$ cat src/rtl/audio_pwm_player.sv
// -----------------------------------------------------------------------------
// audio_pwm_player
//   PCM-to-PWM audio player. Reads packed unsigned samples from a synchronous
//   ROM (one-cycle read latency), paces them at SAMPLE_HZ, applies a volume
//   shift and plays them as glitch-free PWM. Supports an address range,
//   looping, pause/resume and stop.
//
// Ports
//   clk_i          system clock
//   rst_i          synchronous active-high reset
//   cmd_play_i     pulse: (re)start playback at start_addr_i
//   cmd_stop_i     pulse: stop and go idle
//   cmd_pause_i    pulse: toggle PLAY <-> PAUSE
//   loop_i         level: wrap to the start address after the end address
//   vol_i          attenuation, sample >> vol_i
//   start_addr_i   first ROM word (inclusive), captured on an accepted play
//   end_addr_i     last ROM word (inclusive), captured on an accepted play
//   mem_rd_en_o    ROM read strobe
//   mem_addr_o     ROM address
//   mem_data_i     ROM data, valid the cycle after mem_rd_en_o
//   pwm_out_o      PWM audio output
//   aud_sd_o       amplifier enable (0 = shutdown)
//   busy_o         high in PLAY or PAUSE
//   done_o         one-cycle pulse when a non-looping range finishes
// -----------------------------------------------------------------------------
module audio_pwm_player #(
  parameter int CLK_HZ    = 100_000_000,
  parameter int SAMPLE_HZ = 48_000,
  parameter int SAMPLE_W  = 8,
  parameter int DATA_W    = 32,
  parameter int ADDR_W    = 15
) (
  input  logic              clk_i,
  input  logic              rst_i,
  input  logic              cmd_play_i,
  input  logic              cmd_stop_i,
  input  logic              cmd_pause_i,
  input  logic              loop_i,
  input  logic [2:0]        vol_i,
  input  logic [ADDR_W-1:0] start_addr_i,
  input  logic [ADDR_W-1:0] end_addr_i,
  output logic              mem_rd_en_o,
  output logic [ADDR_W-1:0] mem_addr_o,
  input  logic [DATA_W-1:0] mem_data_i,
  output logic              pwm_out_o,
  output logic              aud_sd_o,
  output logic              busy_o,
  output logic              done_o
);

  localparam int DIV   = CLK_HZ / SAMPLE_HZ;
  localparam int DIV_W = $clog2(DIV);
  localparam int SPW   = DATA_W / SAMPLE_W;
  localparam int SUB_W = (SPW > 1) ? $clog2(SPW) : 1;

  typedef enum logic [1:0] {
    S_IDLE  = 2'd0,
    S_PLAY  = 2'd1,
    S_PAUSE = 2'd2,
    S_DONE  = 2'd3
  } state_e;

  state_e              state_q, state_d;
  logic [DIV_W-1:0]    div_q, div_d;
  logic [SAMPLE_W-1:0] cnt_q, cnt_d;
  logic [SAMPLE_W-1:0] duty_q, duty_d;
  logic [SAMPLE_W-1:0] pend_q, pend_d;
  logic [SUB_W-1:0]    sub_q, sub_d;
  logic [ADDR_W-1:0]   addr_q, addr_d;
  logic [ADDR_W-1:0]   start_addr_q, start_addr_d;
  logic [ADDR_W-1:0]   end_addr_q, end_addr_d;
  logic [DATA_W-1:0]   word_q, word_d;
  logic                rd_en_q, rd_en_d;
  logic                rd_pend_q, rd_pend_d;
  logic                last_q, last_d;
  logic                pwm_q, pwm_d;
  logic                active_q, active_d;
  logic                done_q, done_d;
  logic                play_ok_s;

  // Selects sample idx of a packed word, LSB-first.
  function automatic logic [SAMPLE_W-1:0] pick_sample(input logic [DATA_W-1:0] word,
                                                      input logic [SUB_W-1:0]  idx);
    logic [SAMPLE_W-1:0] res;
    res = word[SAMPLE_W-1:0];
    for (int i = 0; i < SPW; i++) begin
      if (idx == SUB_W'(i)) begin
        res = word[i*SAMPLE_W +: SAMPLE_W];
      end else begin
        res = res;
      end
    end
    return res;
  endfunction

  // Next-state logic: sample pacing, word fetch, PWM and command handling.
  always_comb begin
    state_d      = state_q;
    div_d        = div_q;
    cnt_d        = cnt_q;
    duty_d       = duty_q;
    pend_d       = pend_q;
    sub_d        = sub_q;
    addr_d       = addr_q;
    start_addr_d = start_addr_q;
    end_addr_d   = end_addr_q;
    last_d       = last_q;
    rd_en_d      = 1'b0;
    rd_pend_d    = rd_en_q;
    play_ok_s    = cmd_play_i && (start_addr_i <= end_addr_i) && (state_q != S_DONE);

    // ROM data lands one cycle after the strobe.
    if (rd_pend_q) begin
      word_d = mem_data_i;
    end else begin
      word_d = word_q;
    end

    case (state_q)
      S_PLAY: begin
        cnt_d = cnt_q + SAMPLE_W'(1);
        // Duty only reloads at the start of a PWM period so a pulse is never cut.
        if (cnt_q == '0) begin
          duty_d = pend_q;
        end else begin
          duty_d = duty_q;
        end
        if (div_q == DIV_W'(DIV - 1)) begin
          div_d = '0;
          // The tick after the final word is exhausted ends playback.
          if (last_q) begin
            state_d = S_DONE;
          end else begin
            pend_d = pick_sample(word_q, sub_q) >> vol_i;
            if (sub_q == SUB_W'(SPW - 1)) begin
              sub_d = '0;
              if (addr_q != end_addr_q) begin
                addr_d  = addr_q + ADDR_W'(1);
                rd_en_d = 1'b1;
              end else if (loop_i) begin
                addr_d  = start_addr_q;
                rd_en_d = 1'b1;
              end else begin
                last_d = 1'b1;
              end
            end else begin
              sub_d = sub_q + SUB_W'(1);
            end
          end
        end else begin
          div_d = div_q + DIV_W'(1);
        end
      end
      S_DONE: begin
        state_d = S_IDLE;
      end
      S_IDLE, S_PAUSE: begin
        state_d = state_q;
      end
      default: begin
        state_d = S_IDLE;
      end
    endcase

    // Commands: stop beats play, play beats pause.
    if (cmd_stop_i) begin
      state_d = S_IDLE;
    end else if (play_ok_s) begin
      state_d      = S_PLAY;
      addr_d       = start_addr_i;
      start_addr_d = start_addr_i;
      end_addr_d   = end_addr_i;
      rd_en_d      = 1'b1;
      div_d        = '0;
      sub_d        = '0;
      last_d       = 1'b0;
    end else if (cmd_pause_i && (state_q == S_PLAY) && (state_d == S_PLAY)) begin
      state_d = S_PAUSE;
    end else if (cmd_pause_i && (state_q == S_PAUSE)) begin
      state_d = S_PLAY;
    end else begin
      state_d = state_d;
    end

    // Leaving playback silences the output and drops any in-flight fetch.
    if ((state_d == S_IDLE) || (state_d == S_DONE)) begin
      cnt_d     = '0;
      duty_d    = '0;
      pend_d    = '0;
      div_d     = '0;
      sub_d     = '0;
      last_d    = 1'b0;
      rd_en_d   = 1'b0;
      rd_pend_d = 1'b0;
    end else begin
      last_d = last_d;
    end

    // Outputs are computed from next-state values so the registers track the state.
    pwm_d    = (state_d == S_PLAY) && (cnt_d < duty_d);
    active_d = (state_d == S_PLAY) || (state_d == S_PAUSE);
    done_d   = (state_d == S_DONE);
  end

  // State and output registers with synchronous reset.
  always_ff @(posedge clk_i) begin
    if (rst_i) begin
      state_q      <= S_IDLE;
      div_q        <= '0;
      cnt_q        <= '0;
      duty_q       <= '0;
      pend_q       <= '0;
      sub_q        <= '0;
      addr_q       <= '0;
      start_addr_q <= '0;
      end_addr_q   <= '0;
      word_q       <= '0;
      rd_en_q      <= 1'b0;
      rd_pend_q    <= 1'b0;
      last_q       <= 1'b0;
      pwm_q        <= 1'b0;
      active_q     <= 1'b0;
      done_q       <= 1'b0;
    end else begin
      state_q      <= state_d;
      div_q        <= div_d;
      cnt_q        <= cnt_d;
      duty_q       <= duty_d;
      pend_q       <= pend_d;
      sub_q        <= sub_d;
      addr_q       <= addr_d;
      start_addr_q <= start_addr_d;
      end_addr_q   <= end_addr_d;
      word_q       <= word_d;
      rd_en_q      <= rd_en_d;
      rd_pend_q    <= rd_pend_d;
      last_q       <= last_d;
      pwm_q        <= pwm_d;
      active_q     <= active_d;
      done_q       <= done_d;
    end
  end

  assign mem_rd_en_o = rd_en_q;
  assign mem_addr_o  = addr_q;
  assign pwm_out_o   = pwm_q;
  assign aud_sd_o    = active_q;
  assign busy_o      = active_q;
  assign done_o      = done_q;

endmodule

$ cat config.mk
export PLATFORM = sky130hd
export DESIGN_NAME = audio_pwm_player
export DESIGN_NICKNAME = d
export VERILOG_FILES = /design/src/rtl/audio_pwm_player.sv
export SDC_FILE = /design/constraint.sdc
export NUM_CORES = 1
export LEC_CHECK = 0
export CORE_ASPECT_RATIO = 1.4
export CORE_MARGIN = 1.5
export CORE_UTILIZATION = 43
export CTS_CLUSTER_DIAMETER = 120
export CTS_CLUSTER_SIZE = 25
export DETAILED_ROUTE_END_ITERATION = 7
export GPL_TIMING_DRIVEN = 0
export PLACE_DENSITY = 0.71
export SYNTH_ARGS = -nofsm -noshare
export SYNTH_HDL_FRONTEND = slang
export SYNTH_SLANG_ARGS = --single-unit
$ cat constraint.sdc
create_clock -name clk_i -period 4.63 [get_ports clk_i]
set_clock_uncertainty 0.1 [all_clocks]
set_input_delay 0.6945 -clock clk_i [delete_from_list [all_inputs] [get_ports clk_i]]
set_output_delay 0.6945 -clock clk_i [all_outputs]
set_load 0.02 [all_outputs]
After elaboration in Yosys (flattened, before gate mapping)
Cells that the tools add are included.
Widths: inputs -> output; s select.

cells by class
  muxes and demuxes = 52
  equal/unequal tests = 13
  shift-type cells = 1
  reduce and logical (&&, ||, !) cells = 15
  add/subtract/negate cells = 4
  order comparisons = 2
  bitwise gates (word level) = 2

operator list
  operator               count
  $mux 15                8
  $mux 8                 11
  $mux 12                4
  $mux 2                 12
  $mux 1                 16
  $add 15x1->15 const B  1
  $le 15x15->1           1
  $ne 15x15->1           1
  $add 12x1->12 const B  1
  $eq 12x12->1 const B   1
  $eq 2x2->1 const B     6
  $add 8x1->8 const B    1
  $eq 2x1->1 const B     4
  $logic_not 8->1        1
  $lt 8x8->1             1
  $shr 8x3->8            1
  $logic_and 1x1->1      6
  $pmux 2 s3             1
  $logic_not 2->1        2
  $reduce_or 2->1        2
  $reduce_and 3->1       1
  $add 2x1->2 const B    1
  $logic_or 1x1->1       2
  $ne 2x2->1 const B     1
  other kinds (2)        3

storage, ports and cells
  output and inout bits = 20
  word-level logic and storage cells = 105
  input bits = 71
  register bits = 123

Longest topological paths before layout
  depth after elaboration = 13
  depth in mapped cells = 19
  mapped depth without buffers = 17

Worst setup path after synthesis
No wires, ideal clock.

  kind = in2reg
  start point = in end_addr_i[14]
  end point = reg pwm_q (netlist: pwm_out_o)
  path slack = 0.362 ns
  required time = 4.403 ns
  setup time = 0.127 ns
  data arrival time = 4.041 ns
  cell stages on the path = 18
  buffers on the path = 2
  cells stage by stage = inv_1 ha_1 nand4_1 nor2_1 o31ai_1 a21oi_1 nor2_1 or3_1 ha_1 clkbuf_1 clkbuf_1 nor2_1 ha_1 a21o_1 a21oi_1 o21ai_0 nor4b_1 or3_1

on the way
  word-level cells in the longest chain between the ends = 10
  elaborated cells on any way between the ends = 13
  those cells by class = order compare: 2; eq/ne: 2; mux: 4; reduce/logical: 5

ends and longest elaborated chain
  element                                        line  source
  from (decl)                                    41    input logic [ADDR_W-1:0] end_addr_i,
  $le 15x15->1 *                                 110   play_ok_s = cmd_play_i && (start_addr_i <= end_addr_i) && (state_q != S_DONE);
  $logic_and 1x1->1 * (2 in series)              110
  $mux 2 *                                       168   end else if (play_ok_s) begin
  $mux 2 *                                       166   if (cmd_stop_i) begin
  $eq 2x2->1 or $logic_not 2->1 (tied branches)  186   if ((state_d == S_IDLE) || (state_d == S_DONE)) begin
  $logic_or 1x1->1 *                             186
  $mux 8 *                                       186
  net cnt_d[5]                                   65    logic [SAMPLE_W-1:0] cnt_q, cnt_d;
  $lt 8x8->1 *                                   200   pwm_d = (state_d == S_PLAY) && (cnt_d < duty_d);
  $logic_and 1x1->1 *                            200
  to (signal assigned)                           238   pwm_q <= pwm_d;
  to (decl)                                      76    logic pwm_q, pwm_d;

Mark *: on every way through the listed nets, which the timed path passes. The rest lies on a longest branch.
A chain may end at the register's enable or synchronous reset.

Worst setup path after layout
  start point = in start_addr_i[12]
  end point = reg pwm_q (netlist: pwm_out_o)

on the way
  word-level cells in the longest chain between the ends = 10
  elaborated cells on any way between the ends = 13
  those cells by class = order compare: 2; eq/ne: 2; mux: 4; reduce/logical: 5

ends and longest elaborated chain
  element                                        line  source
  from (decl)                                    40    input logic [ADDR_W-1:0] start_addr_i,
  $le 15x15->1 *                                 110
  $logic_and 1x1->1 * (2 in series)              110
  $mux 2 *                                       168
  $mux 2 *                                       166
  $eq 2x2->1 or $logic_not 2->1 (tied branches)  186
  $logic_or 1x1->1                               186
  $mux 8                                         186
  $lt 8x8->1                                     200
  $logic_and 1x1->1 *                            200

Every way passes the cells marked *; elsewhere a longest branch is shown, timed or not.

==> impl_metrics.toml <==
[synth]
seq_area_frac_synth_pct = 37.4
synth_top_family_by_area = "simple AND/OR/NAND/NOR gates"
synth_simple_gate_area_share_pct = 23.5
synth-edff-count = 0
synth_mux_area_share_pct = 9.73
synth_cell_type_count = 70
synth_xor_area_share_pct = 4.39
syn_nets = 892
synth-compound-area-share_pct = 13.7
async_flop_share_pct = 0
syn_area_per_cell_um2 = 8.34
synthCells = 789
ys_seq_elements = 123
ys_warn_count = 0
ys.flop_type = "dfxtp_1"
synth_area_um2 = 6580
synthAdderAreaFrac_pct = 6.08

[critical_path]
cp-endpoint = "pwm_out_o"
cp-startpoint = "start_addr_i[12]"
reg2reg_depth = 17
required_ps = 4820
cp-start-kind = "primary input"
critical_path_class = "primary input to flip-flop"
end_kind = "flip-flop"
r2r_end = "pwm_out_o"
cp_max_fo = 10
r2r_start = "div_q[0]"
crit_arrival_ps = 4670
regToRegSetupSlack_ps = 780

[clocking]
clockRootBuffer = "clkbuf_16"
cts_buffers = 17
clk_path_buf_depth = 2
htree_levels = 4
cts_hold_buf = 0
cts_tree = "done"
clk_latency_ps = 420
clk_pin_slew_ps = 60
clkSinkCount = 123

[sta]
fin_crit_sh_pct = 96.8
hold_viol_final = 0
slew_headroom_pct = 51.7
setup_ws_ps = 149
tightestPinTransition_ps = 725
finalSetupViolations = 0
drv_slew = 0
min_period_ps = 4480
fmax_ghz = 0.223
setup_tns_ps = 0

[place]
place_ws_ps = -884
hpwlAfterDp_um = 13200
gp_congestion = 0.882
io_buffers = 87

[global_routing]
grtUsageMet1_pct = 24.8
use_met2_pct = 39.6
grt_usage_pct = 22.2
met3_usage_pct = 3.92
grt_pass1_vias = 5713
antenna_found_initial = 0
grt_max_degree = 17
overflow = 0
grt_pass1_wl_um = 27900
grt-busiest-layer = "met2"

[route]
drtAntennaViolNets = 0
drtPass1Iterations = 4
routed-via-count = 5924
wl_um = 17600
drt-wirelength-per-cell_um = 16.0
drt_iter0_markers = 238
drc = 0
via_per_inst = 5.38

[power_and_ir_drop]
switchingPower_uw = 727
irDropWorstVdd_v = 0.000161
switching_share_pct = 26.2
p_seq_share_pct = 40.1
power.internal_mw = 2.04
clock_power_share_pct = 47.7
p_leak_nw = 3.15
pwr-share-comb_pct = 12.1
p_per_area_nw_per_um2 = 329

[finish]
n_fill_cell = 1387
layout-drive-gt1-share_pct = 10.5
diodes = 0
final_nets = 999
syn_to_final_growth_pct = 27.7

[outcome]
status = "finished clean"

[run]
drv_cap = 0

[die]
die_area_um2 = 16100
pin_count = 91
die_width_um = 108
die_h_um = 149
rows = 53
core_area_um2 = 15000
initial_core_util_pct = 43.9

[worst_hold_path]
holdCritStartpoint = "start_addr_q[2]"
hold_class = "flip-flop to flip-flop"
[through the flow]
stage                     utilization [%]  power [mW]  cells  hold slack (ps)  instance area, um2
after floorplan                         -        1.31    789              331                6580
after global placement               51.3        1.45   1068              345                7690
after detailed placement             51.3        1.46   1068              349                7690
after CTS                            55.3        2.77   1100              356                8290
after global routing                 56.1        2.86   1101              380                8410
final                                56.1        2.77   1101              357                8410
[timing repair]
action | in CTS | in global routing
pin swaps | 1 | 9
cloned | 0 | 0
buffers inserted | 0 | 1
resized for setup | 6 | 18
endpoints found under the setup margin | 1 | 8
[cells in the final DEF, fill, tap and decap left out, types with 5 or more instances in the layout]
master,count
nor2b_1,7
ha_4,5
mux2i_1,55
clkbuf_1,22
o22ai_1,7
clkdlybuf4s50_1,87
and2_1,5
nor3_1,15
nand2b_1,5
nor2_1,100
nor3b_1,7
inv_1,34
o21ai_1,5
clkbuf_16,17
nand2_1,102
ha_1,27
nand4_1,9
buf_1,8
or2_2,8
and3_1,6
nand3_1,24
buf_2,10
o21ai_0,14
a311oi_1,5
a211oi_1,9
xor2_1,29
dfxtp_1,123
a21oi_1,63
[cells by family (layout without fill, tap and decap cells)]
kind of cell | count (synthesis) | in the layout
AO/OA/AOI/OAI | 142 | 142
flip-flops | 123 | 123
XOR/XNOR | 33 | 33
buffers and inverters | 80 | 200
multiplexers | 62 | 62
adder cells (fa/ha/maj) | 32 | 32
AND/OR/NAND/NOR | 317 | 317
[cell type report]
| class | instances | area [um2] | area share, % |
|---|---|---|---|
| buffer | 46 | 223 | 2.65 |
| clock buffer | 18 | 439 | 5.22 |
| clock inverter | 14 | 145 | 1.73 |
| inverter | 34 | 128 | 1.52 |
| multi-input combinational | 586 | 3890 | 46.3 |
| sequential | 123 | 2460 | 29.3 |
| tap | 192 | 240 | 2.86 |
| timing repair buffer | 88 | 878 | 10.4 |
[power by group through the flow]
stage	clock network [mW]	registers, mW	logic [mW]
after global placement	0	1.13	0.321
after CTS	1.33	1.11	0.327
after global routing	1.38	1.11	0.367
after floorplan	0	1.14	0.169
final	1.32	1.11	0.336
after detailed placement	0	1.13	0.323
[worst min path at each step]
stage | end | depth (start not counted) | slack [ps]
finish | start_addr_q[2] | 2 | 360
CTS | start_addr_q[2] | 2 | 360
detailed placement | start_addr_q[2] | 2 | 350
floorplan | pend_q[6] | 2 | 330
global route | start_addr_q[1] | 2 | 380
global placement | start_addr_q[0] | 2 | 340
[flip-flops by register name, summed over array words and instances (netlist names), 2 cells and up]
register	count
pend_q	8
word_q	32
div_q	12
mem_addr_o	15
sub_q	2
end_addr_q	15
start_addr_q	15
cnt_q	8
duty_q	8
state_q	2
[critical path: stages]
cell             delay (ps)
clkdlybuf4s50_1         530
ha_4                    340
nand4_1                 210
nor2_1                  190
o31ai_2                 110
a21oi_2                 230
nor2_2                   90
or3_4                   400
ha_4                    240
buf_4                   170
or2_2                   340
ha_4                    280
a21o_1                  100
a21oi_1                  70
o21ai_2                 210
nor4b_2                  70
or3_1                   400
[synth_stat cells, drive strengths merged (5+ instances only)]
master  instances  area (um2)
dfxtp         123        2460
nor2          104         395
nand2         103         389
a21oi          64         320
mux2i          55         551
inv            34         128
ha             32         400
xor2           29         254
clkbuf         24        90.1
nand3          24         120
buf            22         121
o21ai          20         100
nor3           16        85.1
nand4          12         111
a211oi          9        67.6
or2             8        50.1
a311oi          7        73.8
nor2b           7        43.8
nor3b           7        52.6
nor4            7        71.3
o22ai           7        43.8
and3            6        37.5
mux2            6        67.6
and2            5        31.3
nand2b          5        31.3
[routing by layer]
layer | vias to the layer above | wire, um
li1 | 2957 | -
met1 | 2734 | 7010
met2 | 174 | 9050
met3 | 59 | 795
met4 | 0 | 716
met5 | - | 0
(Power assumes the default switching activity.)
